--- config.mk ---
export PLATFORM = sky130hd
export DESIGN_NAME = dist_sort_host
export DESIGN_NICKNAME = d
export VERILOG_FILES = /design/src/rtl/dist_sort_host.sv
export SDC_FILE = /design/constraint.sdc
export NUM_CORES = 1
export LEC_CHECK = 0
export BUFFER_PORTS_ARGS = -buffer_cell sky130_fd_sc_hd__buf_2
export CAP_MARGIN = 10
export CORE_AREA = 5 5 281 283
export DETAILED_ROUTE_END_ITERATION = 8
export DIE_AREA = 0 0 286 288
export GPL_TIMING_DRIVEN = 0
export PLACE_DENSITY = 0.57
export SLEW_MARGIN = 20
export SYNTH_ARGS = -nofsm -noshare
export SYNTH_HDL_FRONTEND = slang
export SYNTH_SLANG_ARGS = --single-unit
--- constraint.sdc ---
create_clock -name clk -period 22.8 [get_ports clk]
set_input_delay 4.56 -clock clk [delete_from_list [all_inputs] [get_ports clk]]
set_output_delay 4.56 -clock clk [all_outputs]
set_load 0.02 [all_outputs]
--- src/rtl/dist_sort_host.sv ---
// dist_sort_host: initiator/host for the 8-way distance sorter.
// The host owns the 8-entry search bank and takes one tagged query at a time.
// It drives the sorter, captures the two best-match addresses and returns a
// tagged result downstream. A watchdog aborts a query whose out_valid never
// arrives, or whose out_valid never drops.
// Optional build macro DIST_SORT_HOST_STATS_EN adds saturating statistics
// counters on the outputs stat_done, stat_timeout and stat_spurious.
module dist_sort_host #(
    parameter int unsigned TAG_W   = 4,
    parameter int unsigned TIMEOUT = 32,
    parameter int unsigned TMR_W   = 8
) (
    input  logic             clk,
    input  logic             rst,
    input  logic             wr_en,
    input  logic [2:0]       wr_addr,
    input  logic [63:0]      wr_data,
    output logic             wr_err,
    input  logic             q_valid,
    output logic             q_ready,
    input  logic [63:0]      q_data,
    input  logic [TAG_W-1:0] q_tag,
    output logic [63:0]      query,
    output logic [63:0]      search_0,
    output logic [63:0]      search_1,
    output logic [63:0]      search_2,
    output logic [63:0]      search_3,
    output logic [63:0]      search_4,
    output logic [63:0]      search_5,
    output logic [63:0]      search_6,
    output logic [63:0]      search_7,
    output logic             in_valid,
    input  logic [2:0]       addr_1st,
    input  logic [2:0]       addr_2nd,
    input  logic             out_valid,
    output logic             r_valid,
    input  logic             r_ready,
    output logic [TAG_W-1:0] r_tag,
    output logic [2:0]       r_addr_1st,
    output logic [2:0]       r_addr_2nd,
    output logic             r_timeout,
    output logic             busy
`ifdef DIST_SORT_HOST_STATS_EN
    ,
    output logic [15:0]      stat_done,
    output logic [15:0]      stat_timeout,
    output logic [15:0]      stat_spurious
`endif
);

    localparam int unsigned DATA_W = 64;
    localparam int unsigned N_ENT  = 8;
    localparam logic [TMR_W-1:0] TMR_LAST = TMR_W'(TIMEOUT - 1);

    typedef enum logic [1:0] {
        ST_IDLE  = 2'd0,
        ST_ISSUE = 2'd1,
        ST_DRAIN = 2'd2,
        ST_RESP  = 2'd3
    } state_t;

    state_t              state, state_d;
    logic [TMR_W-1:0]    timer, timer_d;
    logic [TAG_W-1:0]    tag, tag_d;
    logic [DATA_W-1:0]   query_d;
    logic                in_valid_d;
    logic                r_valid_d;
    logic [TAG_W-1:0]    r_tag_d;
    logic [2:0]          r_addr_1st_d, r_addr_2nd_d;
    logic                r_timeout_d;
    logic                q_ready_d, busy_d, wr_err_d;
    logic [DATA_W-1:0]   bank [N_ENT];

    // Search vectors come straight from the bank registers.
    assign search_0 = bank[0];
    assign search_1 = bank[1];
    assign search_2 = bank[2];
    assign search_3 = bank[3];
    assign search_4 = bank[4];
    assign search_5 = bank[5];
    assign search_6 = bank[6];
    assign search_7 = bank[7];

    // Next-state and next-output logic of the query FSM.
    always_comb begin
        state_d      = state;
        timer_d      = timer;
        tag_d        = tag;
        query_d      = query;
        in_valid_d   = in_valid;
        r_valid_d    = r_valid;
        r_tag_d      = r_tag;
        r_addr_1st_d = r_addr_1st;
        r_addr_2nd_d = r_addr_2nd;
        r_timeout_d  = r_timeout;
        unique case (state)
            ST_IDLE: begin
                if (q_valid && q_ready) begin
                    query_d    = q_data;
                    tag_d      = q_tag;
                    timer_d    = '0;
                    in_valid_d = 1'b1;
                    state_d    = ST_ISSUE;
                end
            end
            ST_ISSUE: begin
                if (out_valid) begin
                    r_addr_1st_d = addr_1st;
                    r_addr_2nd_d = addr_2nd;
                    r_timeout_d  = 1'b0;
                    in_valid_d   = 1'b0;
                    timer_d      = '0;
                    state_d      = ST_DRAIN;
                end else if (timer == TMR_LAST) begin
                    r_addr_1st_d = '0;
                    r_addr_2nd_d = '0;
                    r_timeout_d  = 1'b1;
                    in_valid_d   = 1'b0;
                    timer_d      = '0;
                    state_d      = ST_DRAIN;
                end else begin
                    timer_d = timer + TMR_W'(1);
                end
            end
            ST_DRAIN: begin
                if (!out_valid) begin
                    r_valid_d = 1'b1;
                    r_tag_d   = tag;
                    state_d   = ST_RESP;
                end else if (timer == TMR_LAST) begin
                    r_timeout_d = 1'b1;
                    r_valid_d   = 1'b1;
                    r_tag_d     = tag;
                    state_d     = ST_RESP;
                end else begin
                    timer_d = timer + TMR_W'(1);
                end
            end
            ST_RESP: begin
                if (r_ready) begin
                    r_valid_d = 1'b0;
                    state_d   = ST_IDLE;
                end
            end
            default: state_d = ST_IDLE;
        endcase
        q_ready_d = (state_d == ST_IDLE);
        busy_d    = (state_d != ST_IDLE);
        wr_err_d  = wr_en && (state != ST_IDLE);
    end

    // FSM state and registered outputs.
    always_ff @(posedge clk or posedge rst) begin
        if (rst) begin
            state      <= ST_IDLE;
            timer      <= '0;
            tag        <= '0;
            query      <= '0;
            in_valid   <= 1'b0;
            r_valid    <= 1'b0;
            r_tag      <= '0;
            r_addr_1st <= '0;
            r_addr_2nd <= '0;
            r_timeout  <= 1'b0;
            q_ready    <= 1'b1;
            busy       <= 1'b0;
            wr_err     <= 1'b0;
        end else begin
            state      <= state_d;
            timer      <= timer_d;
            tag        <= tag_d;
            query      <= query_d;
            in_valid   <= in_valid_d;
            r_valid    <= r_valid_d;
            r_tag      <= r_tag_d;
            r_addr_1st <= r_addr_1st_d;
            r_addr_2nd <= r_addr_2nd_d;
            r_timeout  <= r_timeout_d;
            q_ready    <= q_ready_d;
            busy       <= busy_d;
            wr_err     <= wr_err_d;
        end
    end

    // Search bank: writable only while idle so the sorter sees stable vectors.
    always_ff @(posedge clk or posedge rst) begin
        if (rst) begin
            for (int i = 0; i < N_ENT; i++) bank[i] <= '0;
        end else if (wr_en && (state == ST_IDLE)) begin
            bank[wr_addr] <= wr_data;
        end
    end

`ifdef DIST_SORT_HOST_STATS_EN
    // Saturating counters for completed, timed-out and spurious events.
    always_ff @(posedge clk or posedge rst) begin
        if (rst) begin
            stat_done     <= '0;
            stat_timeout  <= '0;
            stat_spurious <= '0;
        end else begin
            if ((state == ST_RESP) && r_ready && (stat_done != 16'hFFFF))
                stat_done <= stat_done + 16'd1;
            if ((state == ST_RESP) && r_ready && r_timeout && (stat_timeout != 16'hFFFF))
                stat_timeout <= stat_timeout + 16'd1;
            if ((state == ST_IDLE) && out_valid && (stat_spurious != 16'hFFFF))
                stat_spurious <= stat_spurious + 16'd1;
        end
    end
`endif

endmodule

# Word level (Yosys, flattened, before mapping)
# Index checks and enable logic that the tools add are counted.
[totals]
register_bits = 606
latchBits = 0
ram_bits = 0
rom_bits = 0
out_inout_bits = 592
wordCells = 89
n_memories = 0
[op_classes]
addsub = 1
multipliers = 0
div_mod_pow = 0
magnitude_cmp = 2
n_eq_ne = 11
n_shift = 0
mux = 33
bitwise = 1
reduce_logical = 20
[ops]
columns = ["operator", "n"]
rows = [
  ["512-bit bitwise mux", 1],
  ["64-bit demux with 3-bit select", 1],
  ["64-bit two-way mux", 1],
  ["8-bit two-way mux", 5],
  ["8-bit case mux with 3 select lines", 1],
  ["2-bit two-way mux", 6],
  ["2-bit nonzero test", 6],
  ["1-bit two-way mux", 9],
  ["3-bit two-way mux", 3],
  ["8-bit by 1-bit adder with 8-bit output (second input constant)", 1],
  ["8-bit by 5-bit equality test with 1-bit output (second input constant)", 1],
  ["4-bit two-way mux", 2],
  ["2-bit inequality test (second input constant)", 4],
  ["2-bit case mux with 4 select lines", 1],
  ["2-bit AND reduction", 4],
  ["3-bit inequality test (second input constant)", 2],
  ["1-bit case mux with 2 select lines", 3],
  ["3-bit AND reduction", 2],
  ["2-bit equality test (second input constant)", 2],
  ["4-bit >= comparator (second input constant)", 1],
  ["1-bit logical AND", 4],
  ["2-bit logical NOT", 2],
  ["4-bit by 1-bit < comparator with 1-bit output (second input constant)", 1],
  ["3-bit NOT with 4-bit output", 1],
  ["4 further kinds", 4],
]

# Depth between registers and ports, before layout
# Gate-level depths: netlist of the first run.
[logic_depth]
word_depth = 6
depth_mapped = 9
depth_no_buf = 6

# Worst setup path after synthesis of the first run
# OpenSTA, ideal clock, no wires.
[synth_path]
kind = "input to register"
startpoint = "input wr_addr[2]"
endpoint = "register bank, in the netlist search_0[0]"
arrival_time_ns = 5.597
required_ns = 22.675
setup_slack_ns = 17.078
cell_stages = 5
cell_sequence = "nand3b_4 -> or3_1 -> buf_4 -> buf_6 -> mux2_2"
[synth_between]
elab_chain_len = 6
[synth_lines]
columns = ["item", "line_no", "source"]
rows = [
  ["from (decl)", "16", "input logic [2:0] wr_addr,"],
  ["3-bit NOT with 4-bit output (implied by the code) (*)", "190", "bank[wr_addr] <= wr_data;"],
  ["4-bit >= comparator (implied by the code) / 4-bit by 1-bit < comparator with 1-bit output (equally long branches)", "190", ""],
  ["1-bit logical AND (implied by the code)", "190", ""],
  ["64-bit two-way mux (implied by the code)", "190", ""],
  ["64-bit demux with 3-bit select (*)", "190", ""],
  ["512-bit bitwise mux (*)", "190", ""],
  ["to (signal, indexed assignment)", "190", ""],
  ["to (decl)", "72", "logic [DATA_W-1:0] bank [N_ENT];"],
]
# Mark *: on every way between the ends. The rest lies on a longest branch, timed or not.
# A chain may end at the register's enable or synchronous reset.

==> results of run 1 <==
worst max-delay path, cell delays in order:
cell and delay [ns]:
buf_2 0.13, inv_8 0.50, buf_16 0.46, buf_16 0.40, buf_16 0.44
sequential cells by signal, summed over array words and instances (netlist names), 2 cells and up:
name,flops
search_7,64
r_tag,4
tag,4
search_1,64
search_2,64
timer,8
search_0,64
search_4,64
search_3,64
r_addr_2nd,3
query,64
search_6,64
r_addr_1st,3
state,2
search_5,64
stage by stage:
stage	area (um2)	utilization (%)	power, mW	std cells	TNS (ns)
6_report	30300	39.6	5.04	3371	0
5_1_grt	30200	39.6	5.31	3365	0
4_1_cts	30200	39.5	5.11	3363	0
3_5_place_dp	28000	36.6	3.98	3237	0
3_3_place_gp	27800	36.4	3.94	3232	-2726.32
2_1_floorplan	22900	-	3.10	1506	0
placed cells by master (no fill, tap or decap), drive strengths merged, types with 2 or more instances in the layout:
master	Yosys	layout
nor2	10	10
nand3	7	7
nand3b	3	3
nor2b	6	6
nor3	2	2
o21ai	7	7
a22o	6	6
ha	6	6
diode	0	8
o22ai	5	5
or3	3	3
clkbuf	15	119
dfrtp	605	605
inv	11	16
a21boi	2	2
bufinv	0	3
nand2	213	213
buf	56	799
clkinv	0	14
mux2	517	517
a21oi	4	4
a31oi	4	4
nand2b	4	4
power by group through the flow:
stage / logic [mW] / clock network, mW / registers, mW
2_1_floorplan: 0.576 / 0 / 2.53
3_3_place_gp: 2.06 / 0 / 1.88
3_5_place_dp: 2.09 / 0 / 1.89
4_1_cts: 2.09 / 1.14 / 1.88
5_1_grt: 2.19 / 1.18 / 1.94
6_report: 2.06 / 1.10 / 1.88
kinds of logic after synthesis:
group / Yosys count / synth area share [%]
AOI/OAI and AO/OA: 39 / 1.23
adders and majority gates: 6 / 0.328
buffers and inverters: 82 / 2.02
DFF: 606 / 66.2
muxes: 517 / 25.5
and+or+nand+nor: 256 / 4.70
Yosys cell counts (all sizes together) (3+ instances only):
library cell  count  share of area [%]
nand3             7               0.17
inv              11               0.18
nand2b            4               0.11
a22o              6               0.23
o21ai             7               0.15
buf              56                1.6
o22ai             5               0.14
a21oi             4               0.10
dfrtp           605                 66
ha                6               0.33
a31oi             4               0.11
nor2             10               0.23
mux2            517                 25
or3               3              0.082
clkbuf           15               0.25
nand3b            3               0.15
nor2b             6               0.16
nand2           213                3.5
worst min-delay path by stage:
stage	slack, ns	endpoint	startpoint	depth (start not counted)
final	0.47	query[42]	query[42]	2
after global routing	0.49	query[44]	query[44]	2
after CTS	0.47	query[44]	query[44]	2
after detailed placement	0.46	query[44]	query[44]	2
after global placement	0.46	query[45]	query[45]	2
after floorplan	0.44	tag[0]	tag[0]	2
routing by layer:
metal | wire length [um] | global-route usage [%]
met5 | 7 | 0
met4 | 3450 | 8.39
met3 | 5940 | 5.02
met2 | 37100 | 30.0
met1 | 28300 | 20.3
layout make-up:
type	instances	area, um2
antenna	8	20.0
buffer	71	422
clock buffer	104	1980
clock inverter	22	279
fill	7262	46200
inverter	11	48.8
multi-input combinational	818	7270
sequential	606	15200
tap	988	1240
timing repair buffer	743	3830
==> summary.md, run 1 <==
| Metric | Value |
|---|---|
| Status | `finished, final reports clean` |
| CP Max Fanout | `108` |
| Critical path startpoint category | `input pin` |
| CTS tree | `done` |
| Final hold slack | `about 0.47 ns` |
| Worst reg2reg path startpoint | `state[1]` |
| Synth unique cells | `50` |
| Std cell rows | `around 100` |
| Clock slew seen by the registers of the worst setup and hold paths | `0.06 ns` |
| GRT Util Overall | `17.5%` |
| Post_cts resized | `0` |
| CORE AREA | `roughly 0.076 mm2` |
| DP Worst Slack | `approximately 16 ns` |
| Syn Inst Count | `approximately 1500` |
| Flops & latches, synth | `between 600 and 700` |
| Critical Path RT | `~23 ns` |
| Seq pwr share | `between 30% and 40%` |
| Root Buffer | `clkbuf_16` |
| Top FF cell, synth | `dfrtp_1` |
| Hold crit path type | `reg2reg` |
| Post-Syn Area | `between 0.02 and 0.025 mm2` |
| Clock share of power | `a little over a fifth` |
| Switching pwr | `between 2 and 2.5 mW` |
| CP endpoint | `timer[0]` |
| Die Ht | `288 um` |
| CTS buffer count | `69` |
| Initial antenna violation count | `7` |
| Vias in the first global route | `16800` |
| Post-DR wirelength/cell | `roughly 22 um` |
| Max Freq | `roughly 160 MHz` |
| Post-route ant nets | `0` |
| Clock Path Buffers | `3` |
| Measured slew at the worst slew-check pin | `approximately 0.96 ns` |
| Drt drc | `0` |
| CP Launch Point | `rst` |
| Setup ws final | `between 15 and 20 ns` |
| Full die area | `between 0.08 and 0.09 mm2` |
| Nets | `between 2000 and 2500` |
| Drt pass-1 iters | `5` |
| GRT overflow | `0` |
| First-pass GRT wire length | `approximately 110000 um` |
| Setup violators final | `0` |
| Flop2flop setup slack | `between 15 and 20 ns` |
| Crit share post-route | `26.8%` |
| Max IR drop VDD | `between 70 and 80 uV` |
| Sw Ratio | `around two fifths` |
| Pwr/cell area | `around 170 mW/mm2` |
| Post-synth EDFFs | `0` |
| H-tree depth | `3` |
| Net count after synthesis | `1659` |
| Synth warnings | `0` |
| Routed WL | `between 70000 and 80000 um` |
| P_leak | `~15 nW` |
| Vias per cell | `about 4.6` |
| # clock sinks | `slightly above 600` |
| Reg2reg path depth | `7` |
| Routed via count | `approximately 15000` |
| Sequential share of the synthesized area | `66.2%` |
| RSZ-0062 raised after global routing | `no` |
| Avg Cell Area, Syn | `~15 um2` |
| Initial Utilization | `~30%` |
| Post-CTS Hold Buffers | `0` |
| Worst Skew | `0.0379 ns` |
| Critical path class | `in2async` |
| Max Cap Viol | `0` |
| RD Place Congestion | `0.868` |
| Worst path arrival time | `6.77 ns` |
| I/O pin total | `between 700 and 800` |
| IO buf count | `738` |
| DIE WIDTH | `about 290 um` |
| CP endpoint kind | `async pin` |
| Final Slew Violations | `0` |
| Post-synth ARST share | `100%` |
| Iter 0 DRT Violations | `402` |
| Postcts setup bufs | `0` |
| Internal | `just over 3 mW` |
| Endpoints failing hold | `0` |
| Largest net degree at the start of global routing | `111` |
| Final HPWL DP | `55400 um` |
| Worst r2r dst | `search_6[55]` |
| Max_slew headroom | `approximately 36%` |
| Clock Latency Late Sink | `around 0.6 ns` |
| Share of cells above drive strength 1 | `between 60% and 70%` |
| Logic pwr share | `between 40% and 50%` |
| Synth-to-layout area growth | `32.1%` |
| Final min period | `6.10 ns` |
Note: power is estimated with default switching activity, not from simulation.
==> inputs of run 2 (changes only) <==
--- a/config.mk
+++ b/config.mk
@@ -7,11 +7,11 @@
 export LEC_CHECK = 0
 export BUFFER_PORTS_ARGS = -buffer_cell sky130_fd_sc_hd__buf_2
 export CAP_MARGIN = 10
-export CORE_AREA = 5 5 281 283
+export CORE_AREA = 5 5 283 285
 export DETAILED_ROUTE_END_ITERATION = 8
-export DIE_AREA = 0 0 286 288
+export DIE_AREA = 0 0 288 290
 export GPL_TIMING_DRIVEN = 0
-export PLACE_DENSITY = 0.57
+export PLACE_DENSITY = 0.55
 export SLEW_MARGIN = 20
 export SYNTH_ARGS = -nofsm -noshare
 export SYNTH_HDL_FRONTEND = slang
==> constraint.sdc (replaced) <==
create_clock -name clk -period 6.35 [get_ports clk]
set_input_delay 1.27 -clock clk [delete_from_list [all_inputs] [get_ports clk]]
set_output_delay 1.27 -clock clk [all_outputs]
set_load 0.02 [all_outputs]
==> run 2 against run 1 <==
Net effect: power grew to 3.6 times the previous value; clock power rose to 3.6 times the previous value; critical endpoint is now search_5[54]; global-route usage is 0.35 points lower; wire length decreased by 1.7%; sequential share of layout area decreased by 0.63 points; sequential cell count is the same; worst hold slack improved by 0.0073 ns; setup slack worse by 13 ns; non-clock buffer count increased by 15; largest power group unchanged; first-iteration DRC count increased by 18%; combinational power increased to 3.6 times the previous value; critical path type is now reg2reg.
==> summary.md, run 2 (synthesis gave the netlist of run 1 again) <==
| Metric | Value |
|---|---|
| Status | `finished, final reports clean (unchanged)` |
| Routed WL | `73500 um (was 74800 um)` |
| Final HPWL DP | `56300 um (was 55400 um)` |
| I/O pin total | `739 (unchanged)` |
| Nets | `2490 (was 2473)` |
| CP max stage delay | `0.72 ns (was 0.50 ns)` |
| Share of cells above drive strength 1 | `60.8% (was 60.2%)` |
| Worst-path cell chain | `inv_1, ha_1, buf_4, nand3_2, nor2_2, buf_2, mux2_2 (was buf_2, inv_8, buf_16, buf_16, buf_16)` |
| Initial Utilization | `29.7% (was 30.0%)` |
| Full die area | `0.0835 mm2 (was 0.0824 mm2)` |
| Measured slew at the worst slew-check pin | `0.898 ns (was 0.959 ns)` |
| RD Place Congestion | `0.819 (was 0.868)` |
| Largest net degree at the start of global routing | `37 (was 111)` |
| Clock slew seen by the registers of the worst setup and hold paths | `0.06 ns (about the same)` |
| Final Slew Violations | `0 (unchanged)` |
| CTS buffer count | `71 (was 69)` |
| Clock Path Buffers | `3 (unchanged)` |
| Drt pass-1 iters | `6 (was 5)` |
| Final hold slack | `0.473 ns (was 0.466 ns)` |
| Seq pwr share | `37.1% (was 37.3%)` |
| Clock Latency Late Sink | `0.61 ns (was 0.60 ns)` |
| Buf/Inv on CP | `3 (was 5)` |
| CP endpoint kind | `flop (was async pin)` |
| Final design utilization | `39.7% (was 39.6%)` |
| Max IR drop VDD | `325 uV (was 79.0 uV)` |
| Slowest stage cell, crit path | `nor2_2 (was inv_8)` |
| Pwr/cell area | `592 mW/mm2 (was 166 mW/mm2)` |
| Max Freq | `~340 MHz` |
| RSZ-0062 raised after global routing | `no (unchanged)` |
| Postcts setup bufs | `0 (unchanged)` |
| CORE AREA | `0.0771 mm2 (was 0.0764 mm2)` |
| Internal | `10.9 mW (was 3.02 mW)` |
| Final min period | `2.90 ns` |
| Setup violators final | `0 (unchanged)` |
| Post-route ant nets | `0 (unchanged)` |
| Placed insts | `3304 (was 3237)` |
| GRT overflow | `0 (unchanged)` |
| IO buf count | `738 (unchanged)` |
| Total power | `18.1 mW (was 5.04 mW)` |
| Clock share of power | `22.0% (was 21.8%)` |
| First-pass GRT wire length | `110000 um (about the same)` |
| Endpoints failing hold | `0 (unchanged)` |
| P_leak | `15.0 nW (was 14.8 nW)` |
| Routed via count | `15500 (about the same)` |
| Commonest cells after routing, fill and taps aside | `buf_2 (777), dfrtp_1 (605), mux2_2 (511) (unchanged)` |
| Family with the most delay on the worst path | `simple AND/OR/NAND/NOR gates (was buffers and inverters)` |
| Sw Ratio | `39.8% (was 40.0%)` |
| Die Ht | `290 um (was 288 um)` |
| Vias in the first global route | `16900 (was 16800)` |
| Most common cell after layout, fill and taps aside | `buf_2 (unchanged)` |
| Filler cells | `7446 (was 7262)` |
| Post-DP Area | `0.0283 mm2 (was 0.0280 mm2)` |
| Logic pwr share | `40.8% (was 40.9%)` |
| Worst path arrival time | `3.36 ns (was 6.77 ns)` |
| # clock sinks | `606 (unchanged)` |
| Std cell rows | `102 (unchanged)` |
| Max_slew headroom | `40.1% (was 36.0%)` |
| Synth-to-layout area growth | `33.8% (was 32.1%)` |
| Root Buffer | `clkbuf_16 (unchanged)` |
| Finished Layout Cells | `3428 (was 3371)` |
| Drt drc | `0 (unchanged)` |
| Vias per cell | `4.51 (was 4.59)` |
| Switching pwr | `7.22 mW (was 2.01 mW)` |
| CP Max Fanout | `10 (was 108)` |
| Post-CTS Hold Buffers | `0 (unchanged)` |
| DIE WIDTH | `288 um (was 286 um)` |
| Max Cap Viol | `0 (unchanged)` |
| Critical Path RT | `6.81 ns (was 23.47 ns)` |
| Critical path class | `reg2reg (was in2async)` |
| CTS tree | `done (unchanged)` |
| Critical path startpoint category | `flop (was input pin)` |
| H-tree depth | `3 (unchanged)` |
| Hold crit path type | `reg2reg (unchanged)` |
| Post-DR wirelength/cell | `21.4 um (was 22.2 um)` |
| Worst Skew | `0.0331 ns (was 0.0379 ns)` |
| Final instance area | `0.0306 mm2 (was 0.0303 mm2)` |
| Crit share post-route | `between 40% and 50%` |
| Iter 0 DRT Violations | `475 (was 402)` |
| Post_cts resized | `0 (unchanged)` |
| GRT Util Overall | `17.2% (was 17.5%)` |
| Initial antenna violation count | `2 (was 7)` |
==> run 2: cell count changes in the layout (fill, tap and decap cells not counted) <==
cell        previous run  this run
buf_12                 0        18
clkbuf_1              38        25
buf_16                 5         2
clkbuf_8              10        13
clkinvlp_4             0         3
diode_2                8         5
clkbuf_16             70        72
inv_8                  2         0
clkinv_4               0         1
inv_6                  3         2
nor2_2                 6         5
nor2_4                 0         1
==> run 2: cell type report <==
type	count	area [um2]	share of cell area, %
Clock buffer	96	2020	6.60
Multi-Input combinational cell	818	7280	23.7
Antenna cell	5	12.5	0.0408
Inverter	11	45.0	0.147
Timing Repair Buffer	758	4110	13.4
Clock inverter	23	283	0.923
Buffer	71	422	1.38
Sequential cell	606	15200	49.5
Tap cell	1040	1300	4.25
==> run 2: worst paths after layout <==
kind                           start           end  slack [ns]  depth (start not counted)
max                         state[1]  search_5[54]        3.45                          7
max in group asynchronous        rst   search_4[6]        3.85                          8
min in group asynchronous        rst  search_4[37]        0.70                          2
min reg2reg                query[33]     query[33]        0.47                          2
max reg2reg                 state[1]  search_5[54]        3.45                          7
min                        query[33]     query[33]        0.47                          2
==> run 2: worst min-delay path: cells and delay by family, from the launching register on <==
| kind | cells | cell delay (ns) |
|---|---|---|
| AND/OR/NAND/NOR | 2 | 0.11 |
| flip-flops | 1 | 0.33 |
==> run 2: layer usage <==
metal	GRT usage, %	up-vias	routed length, um
li1	-	6885	-
met4	7.12	0	3030
met1	19.9	7853	28000
met3	4.94	151	5850
met2	29.8	569	36600
met5	0	-	0
==> run 2: through the flow <==
| step | worst slack [ns] | setup TNS, ns |
|---|---|---|
| after detailed placement | 2.88 | 0 |
| after global routing | 3.35 | 0 |
| after floorplan | -3.19 | -1928.59 |
| after CTS | 3.40 | 0 |
| after global placement | -6.26 | -3716.96 |
| final | 3.45 | 0 |
==> run 2: power groups by stage <==
stage,Clock (mW),Combinational [mW],Sequential [mW]
2_1_floorplan,0,2.07,9.07
3_3_place_gp,0,7.41,6.74
3_5_place_dp,0,7.54,6.79
4_1_cts,4.14,7.54,6.75
5_1_grt,4.29,7.87,6.98
6_report,4.00,7.41,6.73
==> inputs of run 3 (changes only) <==
==> constraint.sdc (replaced) <==
create_clock -name clk -period 3 [get_ports clk]
set_input_delay 0.6 -clock clk [delete_from_list [all_inputs] [get_ports clk]]
set_output_delay 0.6 -clock clk [all_outputs]
set_load 0.02 [all_outputs]
==> run 3 against run 2 <==
Net effect: first-iteration DRC count decreased by 4.6%; design area about the same; maximum frequency increased by 0.36%; clock power increased by 110%; final cell count unchanged; via count increased by 0.36%; largest power group unchanged.
==> summary.md, run 3 (synthesis gave the netlist of run 1 again) <==
| Metric | Value |
|---|---|
| Worst path arrival time | `3.35 ns (was 3.36 ns)` |
| CORE AREA | `0.0771 mm2 (unchanged)` |
| Clock Latency Late Sink | `0.61 ns (about the same)` |
| Final hold slack | `0.195 ns (was 0.473 ns)` |
| Max Cap Viol | `0 (unchanged)` |
| Critical path startpoint category | `flop (unchanged)` |
| Measured slew at the worst slew-check pin | `0.886 ns (was 0.898 ns)` |
| Post-DP Area | `0.0283 mm2 (unchanged)` |
| Setup ws final | `0.108 ns (was 3.45 ns)` |
| Share of cells above drive strength 1 | `60.8% (about the same)` |
| Routed WL | `73600 um (was 73500 um)` |
| Pwr/cell area | `1250 mW/mm2 (was 592 mW/mm2)` |
| # clock sinks | `606 (unchanged)` |
| Crit share post-route | `96.4% (was 45.7%)` |
| Initial antenna violation count | `2 (unchanged)` |
| Drt drc | `0 (unchanged)` |
| Iter 0 DRT Violations | `453 (was 475)` |
| Worst-path cell chain | `inv_1, ha_1, buf_4, nand3_2, nor2_2, buf_2, mux2_2 (unchanged)` |
| Post_cts resized | `0 (unchanged)` |
| Max_slew headroom | `40.9% (was 40.1%)` |
| RD Place Congestion | `0.819 (unchanged)` |
| Final Slew Violations | `0 (unchanged)` |
| Final instance area | `0.0306 mm2 (about the same)` |
| Post-DR wirelength/cell | `21.5 um (was 21.4 um)` |
| Commonest cells after routing, fill and taps aside | `buf_2 (777), dfrtp_1 (605), mux2_2 (511) (unchanged)` |
| DIE WIDTH | `288 um (unchanged)` |
| Post-route ant nets | `0 (unchanged)` |
| Max IR drop VDD | `689 uV (was 325 uV)` |
| Max Freq | `346 MHz (was 344 MHz)` |
| H-tree depth | `3 (unchanged)` |
| Drt pass-1 iters | `4 (was 6)` |
| CTS buffer count | `71 (unchanged)` |
| Hold crit path type | `in2reg (was reg2reg)` |
| I/O pin total | `739 (unchanged)` |
| Nets | `2491 (was 2490)` |
| RSZ-0062 raised after global routing | `no (unchanged)` |
| Initial Utilization | `29.7% (unchanged)` |
| CP endpoint kind | `flop (unchanged)` |
| Final HPWL DP | `56300 um (unchanged)` |
| Setup_tns | `0 ns (unchanged)` |
| P_leak | `15.0 nW (about the same)` |
| CTS tree | `done (unchanged)` |
| First-pass GRT wire length | `111000 um (was 110000 um)` |
| CP max stage delay | `0.72 ns (about the same)` |
| Status | `finished, final reports clean (unchanged)` |
| Critical Path RT | `3.46 ns (was 6.81 ns)` |
| Root Buffer | `clkbuf_16 (unchanged)` |
| Std cell rows | `102 (unchanged)` |
| Total power | `38.4 mW (was 18.1 mW)` |
| Critical path class | `reg2reg (unchanged)` |
| Placed insts | `3304 (unchanged)` |
| Final design utilization | `39.8% (was 39.7%)` |
| Largest net degree at the start of global routing | `37 (unchanged)` |
| Slowest stage cell, crit path | `nor2_2 (unchanged)` |
| Full die area | `0.0835 mm2 (unchanged)` |
| GRT overflow | `0 (unchanged)` |
| Clock slew seen by the registers of the worst setup and hold paths | `0.06 ns (about the same)` |
| IO buf count | `738 (unchanged)` |
| Vias per cell | `4.53 (was 4.51)` |
| Most common cell after layout, fill and taps aside | `buf_2 (unchanged)` |
| Clock Path Buffers | `3 (unchanged)` |
| Postcts setup bufs | `0 (unchanged)` |
| Final min period | `2.89 ns (was 2.90 ns)` |
| Die Ht | `290 um (unchanged)` |
| Routed via count | `15500 (about the same)` |
| Synth-to-layout area growth | `33.8% (about the same)` |
| DP Worst Slack | `0.0320 ns (was 2.88 ns)` |
| Finished Layout Cells | `3428 (unchanged)` |
| Endpoints failing hold | `0 (unchanged)` |
| Vias in the first global route | `16900 (about the same)` |
| GRT Util Overall | `17.2% (about the same)` |
| Worst Skew | `0.0332 ns (was 0.0331 ns)` |
| Setup violators final | `0 (unchanged)` |
| CP Max Fanout | `10 (unchanged)` |
[run 3: layout make-up]
cell class	count	area, um2
antenna	4	10.0
fill	7444	46400
buffer	71	422
clock buffer	96	2020
inverter	11	45.0
sequential	606	15200
multi-input combinational	818	7280
tap	1040	1300
clock inverter	23	283
timing repair buffer	759	4120
[run 3: power by group]
part / switching, mW / internal, mW
clock network: 3.45 / 5.01
logic: 9.78 / 5.90
registers: 2.04 / 12.2
total: 15.3 / 23.1
[run 3: timing repair]
action	in CTS	in global routing
hold buffers	1	0
endpoints found under the setup margin	0	0
endpoints found under the hold margin	18	0
[run 3: per-layer routing]
layer / wire, um / global-route usage, % / share of wire, %
met1: 28000 / 19.9 / 38
met2: 36700 / 29.8 / 50
met3: 5940 / 4.94 / 8.1
met4: 2980 / 7.12 / 4.0
met5: 0 / 0 / 0
[run 3: final timing paths]
check                           start            to  slack [ns]  cells past startpoint
max                          state[1]  search_5[54]        0.11                      7
min                        q_data[47]     query[47]        0.19                      3
max reg2reg                  state[1]  search_5[54]        0.11                      7
min reg2reg                 query[33]     query[33]        0.47                      2
max in group asynchronous         rst   search_4[6]        0.61                      9
min in group asynchronous         rst  search_4[37]        0.58                      3
[run 3: worst max-delay path: cells and delay by family (launching register included)]
kind          cells  cell delay [ns]
buf+inv           3             0.88
simple gates      2             0.89
mux               1             0.39
fa+ha+maj         1             0.14
flops             1             0.44
